## config.mk

```make
export PLATFORM = sky130hd
export DESIGN_NAME = pid_seq
export DESIGN_NICKNAME = d
export VERILOG_FILES = /design/src/rtl/pid_seq.sv
export SDC_FILE = /design/constraint.sdc
export NUM_CORES = 1
export LEC_CHECK = 0
export ABC_CLOCK_PERIOD_IN_PS = 3100
export BUFFER_PORTS_ARGS = -buffer_cell sky130_fd_sc_hd__buf_2
export CORE_ASPECT_RATIO = 1.4
export CORE_UTILIZATION = 30
export CTS_BUF_LIST = sky130_fd_sc_hd__clkbuf_4 sky130_fd_sc_hd__clkbuf_8 sky130_fd_sc_hd__clkbuf_16
export DETAILED_ROUTE_END_ITERATION = 8
export PLACE_DENSITY = 0.55
export RECOVER_POWER = 50
export SETUP_SLACK_MARGIN = 0.4
export SYNTH_ARGS = -nofsm -noshare
export SYNTH_HDL_FRONTEND = slang
export SYNTH_SLANG_ARGS = --single-unit
```

## constraint.sdc

```tcl
create_clock -name clk -period 3.1 [get_ports clk]
set_input_delay 0 -clock clk [delete_from_list [all_inputs] [get_ports clk]]
set_output_delay 0 -clock clk [all_outputs]
set_load 0.005 [all_outputs]
```

## src/rtl/pid_seq.sv

```systemverilog
// pid_seq: sequences pitch saturation, integration and derivative once per inertial sample.
// Latency: vld at edge N -> pid_vld high after edge N+4; one sample per 5 clocks at most.
// No backpressure: vld while busy is dropped (counted on drop_cnt when DROP_CNT_EN is defined).
module pid_seq #(
  parameter int D_QUEUE_DEPTH = 2,
  parameter int INTEG_W       = 18
) (
  input  logic        clk,
  input  logic        rst_n,
  input  logic        vld,
  input  logic [15:0] ptch,
  input  logic        pwr_up,
  input  logic        rider_off,
  output logic [9:0]  ptch_err_sat,
  output logic [9:0]  ptch_err_I,
  output logic [6:0]  ptch_D_diff_sat,
  output logic        pid_vld,
`ifdef DROP_CNT_EN
  output logic [7:0]  drop_cnt,
`endif
  output logic        busy
);

  typedef enum logic [2:0] {IDLE, SAT, INTEG, DIFF, DONE} state_t;

  state_t state_q, state_d;

  logic               cap_en, sat_en, integ_en, diff_en, pid_vld_d;
  logic signed [15:0] ptch_cap;
  logic signed [9:0]  sat_val;
  logic [INTEG_W-1:0] acc, addend, sum;
  logic               ovf, acc_clr;
  logic signed [9:0]  d_q [D_QUEUE_DEPTH];
  logic signed [10:0] diff;
  logic [6:0]         diff_sat;

  always_ff @(posedge clk or negedge rst_n) begin
    if (!rst_n) state_q <= IDLE;
    else        state_q <= state_d;
  end

  always_comb begin
    state_d   = state_q;
    cap_en    = 1'b0;
    sat_en    = 1'b0;
    integ_en  = 1'b0;
    diff_en   = 1'b0;
    pid_vld_d = 1'b0;
    case (state_q)
      IDLE: begin
        if (vld) begin
          cap_en  = 1'b1;
          state_d = SAT;
        end
      end
      SAT: begin
        sat_en  = 1'b1;
        state_d = INTEG;
      end
      INTEG: begin
        integ_en = 1'b1;
        state_d  = DIFF;
      end
      DIFF: begin
        diff_en = 1'b1;
        state_d = DONE;
      end
      DONE: begin
        pid_vld_d = 1'b1;
        state_d   = IDLE;
      end
      default: state_d = IDLE;
    endcase
  end

  assign busy = (state_q != IDLE);

  always_ff @(posedge clk or negedge rst_n) begin
    if (!rst_n)      ptch_cap <= '0;
    else if (cap_en) ptch_cap <= ptch;
  end

  always_comb begin
    if (ptch_cap > 16'sd511)       sat_val = 10'sd511;
    else if (ptch_cap < -16'sd512) sat_val = -10'sd512;
    else                           sat_val = ptch_cap[9:0];
  end

  always_ff @(posedge clk or negedge rst_n) begin
    if (!rst_n)      ptch_err_sat <= '0;
    else if (sat_en) ptch_err_sat <= sat_val;
  end

  // Signed overflow: same-sign operands producing an opposite-sign sum; hold instead of wrapping.
  assign addend  = {{(INTEG_W-10){ptch_err_sat[9]}}, ptch_err_sat};
  assign sum     = acc + addend;
  assign ovf     = (acc[INTEG_W-1] == addend[INTEG_W-1]) && (sum[INTEG_W-1] != acc[INTEG_W-1]);
  assign acc_clr = rider_off | ~pwr_up;

  always_ff @(posedge clk or negedge rst_n) begin
    if (!rst_n)                acc <= '0;
    else if (acc_clr)          acc <= '0;
    else if (integ_en && !ovf) acc <= sum;
  end

  assign ptch_err_I = acc[INTEG_W-1 -: 10];

  assign diff = {ptch_err_sat[9], ptch_err_sat} - {d_q[D_QUEUE_DEPTH-1][9], d_q[D_QUEUE_DEPTH-1]};

  always_comb begin
    if (diff > 11'sd63)       diff_sat = 7'h3F;
    else if (diff < -11'sd64) diff_sat = 7'h40;
    else                      diff_sat = diff[6:0];
  end

  // History survives integrator clears; only reset empties it.
  always_ff @(posedge clk or negedge rst_n) begin
    if (!rst_n) begin
      for (int i = 0; i < D_QUEUE_DEPTH; i++) d_q[i] <= '0;
      ptch_D_diff_sat <= '0;
    end else if (diff_en) begin
      d_q[0] <= ptch_err_sat;
      for (int i = 1; i < D_QUEUE_DEPTH; i++) d_q[i] <= d_q[i-1];
      ptch_D_diff_sat <= diff_sat;
    end
  end

  always_ff @(posedge clk or negedge rst_n) begin
    if (!rst_n) pid_vld <= 1'b0;
    else        pid_vld <= pid_vld_d;
  end

`ifdef DROP_CNT_EN
  always_ff @(posedge clk or negedge rst_n) begin
    if (!rst_n)                                 drop_cnt <= '0;
    else if (rider_off)                         drop_cnt <= '0;
    else if (vld && busy && drop_cnt != 8'hFF)  drop_cnt <= drop_cnt + 8'd1;
  end
`endif

endmodule

```

==> summary.txt, run 1 <==
Critical path
  • Worst reg2reg path depth: 9
  • CP max FO: 6
  • Kind of cell adding the most delay to the critical path: compound AO/OA/AOI/OAI gates
  • Kind of start point of the critical path: flop
  • Largest stage delay on the critical path: 0.50 ns
  • Crit-path cells: ha_2 > a21o_1 > a2111oi_1 > a21boi_2 > nor4_1 > or3_1 > a21oi_1 > xnor2_1 > a22o_1
  • CP bufs+invs: 0
  • R2r startpoint: ptch_err_sat[9]
  • Destination of the worst register-to-register timing path: acc[16]
  • CP Capture Type: flop
  • Reg2reg setup slack: 0.38 ns
  • Type of the worst setup path: reg2reg
  • Arrival @ worst endpoint: 2.95 ns
  • Worst endpoint required time: 3.33 ns
  • Cell at the slowest stage of the critical path: dfrtp_1

CTS
  • Maximum count of clock buffers along a single path: 2
  • Clock tree from TritonCTS: built
  • TritonCTS buffer count: 9
  • H-tree depth: 3
  • Clock edge transition at the registers on the reported setup and hold paths: 0.06 ns
  • Clock insertion delay at the later pin of the skew report: 0.35 ns
  • Number of clock sinks: 75
  • Root buffer selected by CTS: clkbuf_16

Timing
  • Clock tree skew after final layout: 0.0106 ns
  • Worst hold margin: 0.0636 ns
  • Slew Viols, Final: 76
  • Relative max-transition margin: -24.3%
  • Unrepaired setup endpoints after global routing: true
  • Peak clock frequency supported by timing: 367 MHz
  • Part of the cycle the worst path needs: 87.8%
  • Min Tclk post-route: 2.72 ns
  • Hold Fails Final Rpt: 0
  • Setup TNS after final layout: 0 ns
  • Number of setup violations in the final report: 0
  • Measured slew at the worst slew-check pin: 1.87 ns

Placed design
  • Number of port buffers: 49
  • Placer's final routability congestion estimate: 0.814
  • DP HPWL: 7220 um
  • Number of placed cells counting well taps: 689

Route
  • Iteration-0 DRC Markers: 117
  • Total routed wirelength: 10500 um
  • Routed wirelength normalized by instance count: 14.1 um
  • Number of vias after detailed routing: 3629
  • Number of search-and-repair iterations in the first detailed-routing pass: 4
  • Total DRC errors in the routed layout: 0
  • Number of routed nets with antenna violations: 0
  • Drt via density: 4.90

Die
  • Area enclosed by the die boundary: 15000 um2
  • Top-level port count: 50
  • Initial Utilization: 30.9%
  • Die Wd: 104 um
  • Rows: 51
  • Std-Cell Core Area: 14000 um2
  • Die Y: 144 um

Cells and area
  • Post-Layout Cell Count: 741
  • Final core area utilization: 40.2%
  • Net count of the finished layout: 601
  • Final antenna diode count: 0
  • Synthesis-to-layout area growth: 30.0%
  • Share of post-route cells with drive strength above 1: 26.8%

Logic synthesis
  • Post-synth design cell area: 4340 um2
  • XOR/XNOR share of the synthesized area: 3.83%
  • Dominant combinational cell family by area after synthesis: compound AO/OA/AOI/OAI gates
  • Top post-synthesis cells by area: dfrtp_1 43%, ha_1 7.8%, nand2_1 6.7%
  • Adder and majority gate portion of the synthesized area: 8.70%
  • Count of state elements after synthesis: 75
  • Count of warnings emitted by yosys: 0
  • Area share of the leading cell type in the synthesized netlist: 43.2%
  • Simple-gate share of the synthesized area: 15.8%
  • Most common flop cell mapped by yosys: dfrtp_1
  • Number of synthesized flops with an enable pin: 0
  • Sequential-to-total area share from yosys stat: 43.2%
  • Post-synthesis compound-gate area fraction: 18.8%
  • Share of cell area taken by muxes after synthesis: 4.64%
  • Number of instances in the synthesized netlist: 460
  • Ys async rst share: 100%
  • Net count of the mapped netlist: 510
  • Avg Inst Size Synth: 9.44 um2
  • Number of unique standard cell types used by synthesis: 55
  • Top cell type by total area after synthesis: dfrtp_1

Pwr
  • Sum of internal, switching and leakage power: 6210 uW
  • Worst vdd ir: 443 uV
  • Total power density per cell area: 1100 nW/um2
  • Leakage: 0.00257 uW

Global routing
  • Global-route congestion overflow total: 0
  • Number of global-route vias before repair: 3784
  • Wire length of the first global-routing pass: 18100 um
  • GRT Overall Usage: 15.2%
  • Maximum number of pins on one net before global-route repair: 76
  • Initial antenna violation count: 0

Min path
  • Kind of path behind the tightest hold check: in2reg
  • Hold Path End: acc[17]
  • Hold path startpoint: pwr_up
  • Cell count of the worst hold path: 3

Outcome
  • Result of the run: finished with violations
  • Violations in the final reports: capacitance limit, slew limit

Flow run
  • Max capacitance violation total: 1
-- per-stage QoR --
step / cell area [um2] / setup WS (ns)
6_report: 5650 / 0.378
5_1_grt: 5650 / 0.235
4_1_cts: 5540 / 0.386
3_5_place_dp: 4840 / 0.0579
3_3_place_gp: 4840 / 0.120
2_1_floorplan: 4350 / 0.407
-- how the worst max path moves through the flow --
stage	start	endpoint	slack [ns]	depth (start not counted)
6_report	ptch_err_sat[9]	acc[16]	0.38	9
5_1_grt	ptch_err_sat[9]	acc[0]	0.24	10
4_1_cts	ptch_err_sat[1]	acc[0]	0.39	11
3_5_place_dp	ptch_err_sat[0]	ptch_D_diff_sat[0]	0.06	12
3_3_place_gp	acc[1]	acc[1]	0.12	9
2_1_floorplan	ptch_err_sat[9]	acc[16]	0.41	9
-- cell usage in the layout, fill, tap and decap left out, types with 7 or more instances in the layout --
cell type,count
nand2_1,75
buf_4,27
buf_2,40
a21o_1,10
a21oi_1,19
o21ai_0,27
o21a_1,7
a22o_1,17
xnor2_1,14
nor2_1,35
clkbuf_1,16
clkbuf_16,9
inv_1,18
dlygate4sd3_1,18
ha_1,17
nand3_1,8
mux2_2,17
dfrtp_1,74
-- timing repair --
item / CTS / global route
hold buffers: 18 / 0
endpoints found under the hold margin: 92 / 0
setup buffers: 11 / 5
pin swaps: 16 / 10
cloned: 2 / 0
resized for setup: 26 / 32
endpoints found under the setup margin: 23 / 23
-- flip-flops by register name, indices dropped and copies added, names as in the netlist --
register / cells
d_q: 20
acc: 18
ptch_cap: 16
ptch_err_sat: 10
ptch_D_diff_sat: 7
state_q: 3
pid_vld: 1
-- report_power, final --
part	total [uW]	internal, uW	switching [uW]
clock	1020	605	415
sequential	1590	1350	244
combinational	3600	1580	2020
total	6210	3530	2670
-- Yosys cell counts, drive strengths merged (4+ instances only) --
master	instances
ha	27
o21a	7
nand4	6
buf	14
clkbuf	12
nand2b	4
nor2	35
dfrtp	75
xnor2	14
xor2	5
or3	4
o21ai	31
and2	4
o32ai	4
mux2	17
a21o	10
nand3	9
a21oi	23
nand2	77
nor3	4
inv	20
a22o	17
-- routing by layer --
layer | global-route usage [%] | vias up | wire [um]
met5 | 0 | - | 0
met1 | 17.3 | 1748 | 4510
met2 | 28.1 | 63 | 5450
met3 | 3.38 | 14 | 331
li1 | - | 1804 | -
met4 | 5.49 | 0 | 162
-- cell type report --
cell class | count | area, um2
clock buffers | 13 | 268
flip-flops and latches | 75 | 1880
clock inverters | 3 | 21.3
multi-input cells | 339 | 2480
repair buffers | 106 | 693
fillers | 1421 | 8390
well taps | 185 | 231
inverters | 20 | 75.1
-- kinds of logic after synthesis --
| family | count (synthesis) |
|---|---|
| mux | 18 |
| fa+ha+maj | 29 |
| buf+inv | 46 |
| compound gates | 119 |
| simple gates | 154 |
| xor+xnor | 19 |
| flops | 75 |
-- worst reg2reg max path, delay by kind of cell (launching register included) --
| kind | cells | cell delay (ns) |
|---|---|---|
| fa+ha+maj | 1 | 0.37 |
| xor+xnor | 1 | 0.08 |
| flops | 1 | 0.50 |
| simple gates | 2 | 0.42 |
| compound gates | 5 | 1.24 |
Power figures use the tool's default switching activity.
==> run 2, diff against run 1 <==
--- a/config.mk
+++ b/config.mk
@@ -7,3 +7,2 @@
 export LEC_CHECK = 0
-export ABC_CLOCK_PERIOD_IN_PS = 3100
 export BUFFER_PORTS_ARGS = -buffer_cell sky130_fd_sc_hd__buf_2
==> constraint.sdc (replaced) <==
create_clock -name clk -period 3.1 [get_ports clk]
set_input_delay 0.93 -clock clk [delete_from_list [all_inputs] [get_ports clk]]
set_output_delay 0.93 -clock clk [all_outputs]
set_load 0.005 [all_outputs]
==> summary.txt, run 2 (same netlist as run 1, synthesis figures left out) <==
Cells and area
  • Net count of the finished layout: 580
  • Final antenna diode count: 0
  • Post-Layout Cell Count: 720
  • Most common cell after layout, fill and taps aside: nand2_1
  • Final core area utilization: 38.9%
  • Most frequent cells in the layout: 76 x nand2_1, 73 x dfrtp_1, 47 x buf_2, 35 x nor2_1, 31 x buf_4
  • Reg with most FFs: d_q
  • Synthesis-to-layout area growth: 25.6%
  • Share of post-route cells with drive strength above 1: 27.5%
  • Flip-flop count of the largest register after layout: 20
  • Leading registers by flop count: d_q (20), acc (18), ptch_cap (16)

CTS
  • Root buffer selected by CTS: clkbuf_16
  • Number of buffers added to fix hold violations after cts: 0
  • Number of clock sinks: 75
  • Clock edge transition at the registers on the reported setup and hold paths: 0.06 ns
  • H-tree depth: 3
  • Maximum count of clock buffers along a single path: 2
  • TritonCTS buffer count: 9
  • Clock insertion delay at the later pin of the skew report: 0.34 ns
  • Clock tree from TritonCTS: built

Pwr
  • Switching fraction of total power: 41.3%
  • Combinational group share of total power: 55.2%
  • Clk pwr share: 19.1%
  • Leakage: 0.00255 uW
  • Cell internal power dissipation: 3610 uW
  • Total power density per cell area: 1130 nW/um2
  • Switching power of the nets: 2550 uW
  • Worst vdd ir: 427 uV
  • Share of total power in sequential cells: 25.7%

Timing
  • Unrepaired setup endpoints after global routing: true
  • Setup TNS after final layout: 0 ns
  • Hold Fails Final Rpt: 0
  • Min Tclk post-route: 2.69 ns
  • Peak clock frequency supported by timing: 371 MHz
  • Number of setup violations in the final report: 0
  • Part of the cycle the worst path needs: 86.9%
  • Clock tree skew after final layout: 0.00527 ns
  • Relative max-transition margin: 33.8%
  • Measured slew at the worst slew-check pin: 0.994 ns
  • Slew Viols, Final: 0

Critical path
  • Start point of the critical path: acc[1]
  • Worst endpoint required time: 3.38 ns
  • Crit-path cells: ha_4 > a211oi_2 > o211ai_1 > a31o_2 > a221oi_2 > o211ai_1 > mux2i_2 > nor3b_4 > buf_6 > a22o_1
  • CP Capture Point: acc[12]
  • R2r startpoint: acc[1]
  • Cell at the slowest stage of the critical path: dfrtp_1
  • Most common cell on crit path: o211ai_1
  • Kind of start point of the critical path: flop
  • Destination of the worst register-to-register timing path: acc[12]
  • Type of the worst setup path: reg2reg
  • CP Capture Type: flop
  • CP max FO: 8
  • Worst reg2reg path depth: 10
  • Largest stage delay on the critical path: 0.41 ns
  • Arrival @ worst endpoint: 2.97 ns
  • Reg2reg setup slack: 0.41 ns

Global routing
  • GRT Overall Usage: 14.5%
  • Wire length of the first global-routing pass: 17100 um
  • Initial antenna violation count: 0
  • Maximum number of pins on one net before global-route repair: 61
  • Number of global-route vias before repair: 3584
  • Global-route congestion overflow total: 0

Route
  • Routed wirelength normalized by instance count: 14.3 um
  • Total routed wirelength: 10300 um
  • Number of routed nets with antenna violations: 0
  • Drt via density: 4.86
  • Number of vias after detailed routing: 3501
  • Iteration-0 DRC Markers: 129
  • Number of search-and-repair iterations in the first detailed-routing pass: 4
  • Total DRC errors in the routed layout: 0

Placed design
  • DP HPWL: 7330 um
  • Placer's final routability congestion estimate: 0.802
  • Number of port buffers: 49
  • Number of placed cells counting well taps: 690

Die
  • Die Wd: 104 um
  • Rows: 51
  • Die Y: 144 um
  • Top-level port count: 50
  • Std-Cell Core Area: 14000 um2
  • Area enclosed by the die boundary: 15000 um2
  • Initial Utilization: 30.9%

Min path
  • Kind of path behind the tightest hold check: reg2reg

Flow run
  • Max capacitance violation total: 0

Outcome
  • Result of the run: finished clean
==> run 2: changes by cell type in the layout (fill, tap and decap cells not counted), sizes merged <==
cell,before,now
buf,71,81
bufinv,0,2
dlygate4sd3,18,0
clkbuf,30,17
clkinv,1,0
clkinvlp,1,0
==> run 2: worst min path at each step <==
stage	depth (start not counted)	slack, ns	startpoint	to
finish	2	0.47	d_q[12]	d_q[12]
global route	2	0.49	d_q[13]	d_q[13]
CTS	1	0.44	rst_n	ptch_D_diff_sat[2]
detailed placement	2	0.46	d_q[12]	d_q[12]
global placement	2	0.45	d_q[10]	d_q[0]
floorplan	2	0.44	d_q[10]	d_q[0]
==> run 2: power groups by stage <==
stage / registers [uW] / clock network, uW / logic, uW
2_1_floorplan: 1590 / 0 / 2120
3_3_place_gp: 1580 / 0 / 2940
3_5_place_dp: 1600 / 0 / 2980
4_1_cts: 1590 / 1220 / 3240
5_1_grt: 1640 / 1250 / 3780
6_report: 1580 / 1180 / 3400
==> run 2: area by class of cell <==
class,instances,area [um2]
Timing Repair Buffer,85,526
Inverter,20,75.1
Tap cell,185,231
Multi-Input combinational cell,339,2410
Clock buffer,13,268
Fill cell,1428,8580
Clock inverter,3,68.8
Sequential cell,75,1880
==> run 2: per-layer routing <==
metal	wire [um]	up-vias	global-route usage (%)
met2	5310	72	27.1
met1	4510	1661	16.4
li1	-	1760	-
met5	0	-	0
met4	105	0	5.94
met3	341	8	2.52
==> run 2: worst max-delay path: cells and delay by family (launching register included) <==
| family | cells | cell delay (ns) |
|---|---|---|
| AOI/OAI and AO/OA | 6 | 1.18 |
| adders and majority gates | 1 | 0.25 |
| buffers and inverters | 1 | 0.18 |
| DFF | 1 | 0.41 |
| muxes | 1 | 0.30 |
| and+or+nand+nor | 1 | 0.31 |
==> run 2: what timing repair did <==
action,4_1_cts,5_1_grt
resized for setup,19,20
setup buffers,9,4
endpoints found under the setup margin,24,23
pin swaps,17,11
cloned,1,0
==> run 2: per-stage QoR <==
step | hold slack (ns) | total power, uW | setup WS (ns) | cell area [um2]
2_1_floorplan | 0.439 | 3700 | 0.407 | 4350
3_3_place_gp | 0.451 | 4530 | 0.118 | 4860
3_5_place_dp | 0.462 | 4580 | 0.0352 | 4860
4_1_cts | 0.445 | 6040 | 0.364 | 5360
5_1_grt | 0.495 | 6680 | 0.204 | 5460
6_report | 0.473 | 6160 | 0.407 | 5460
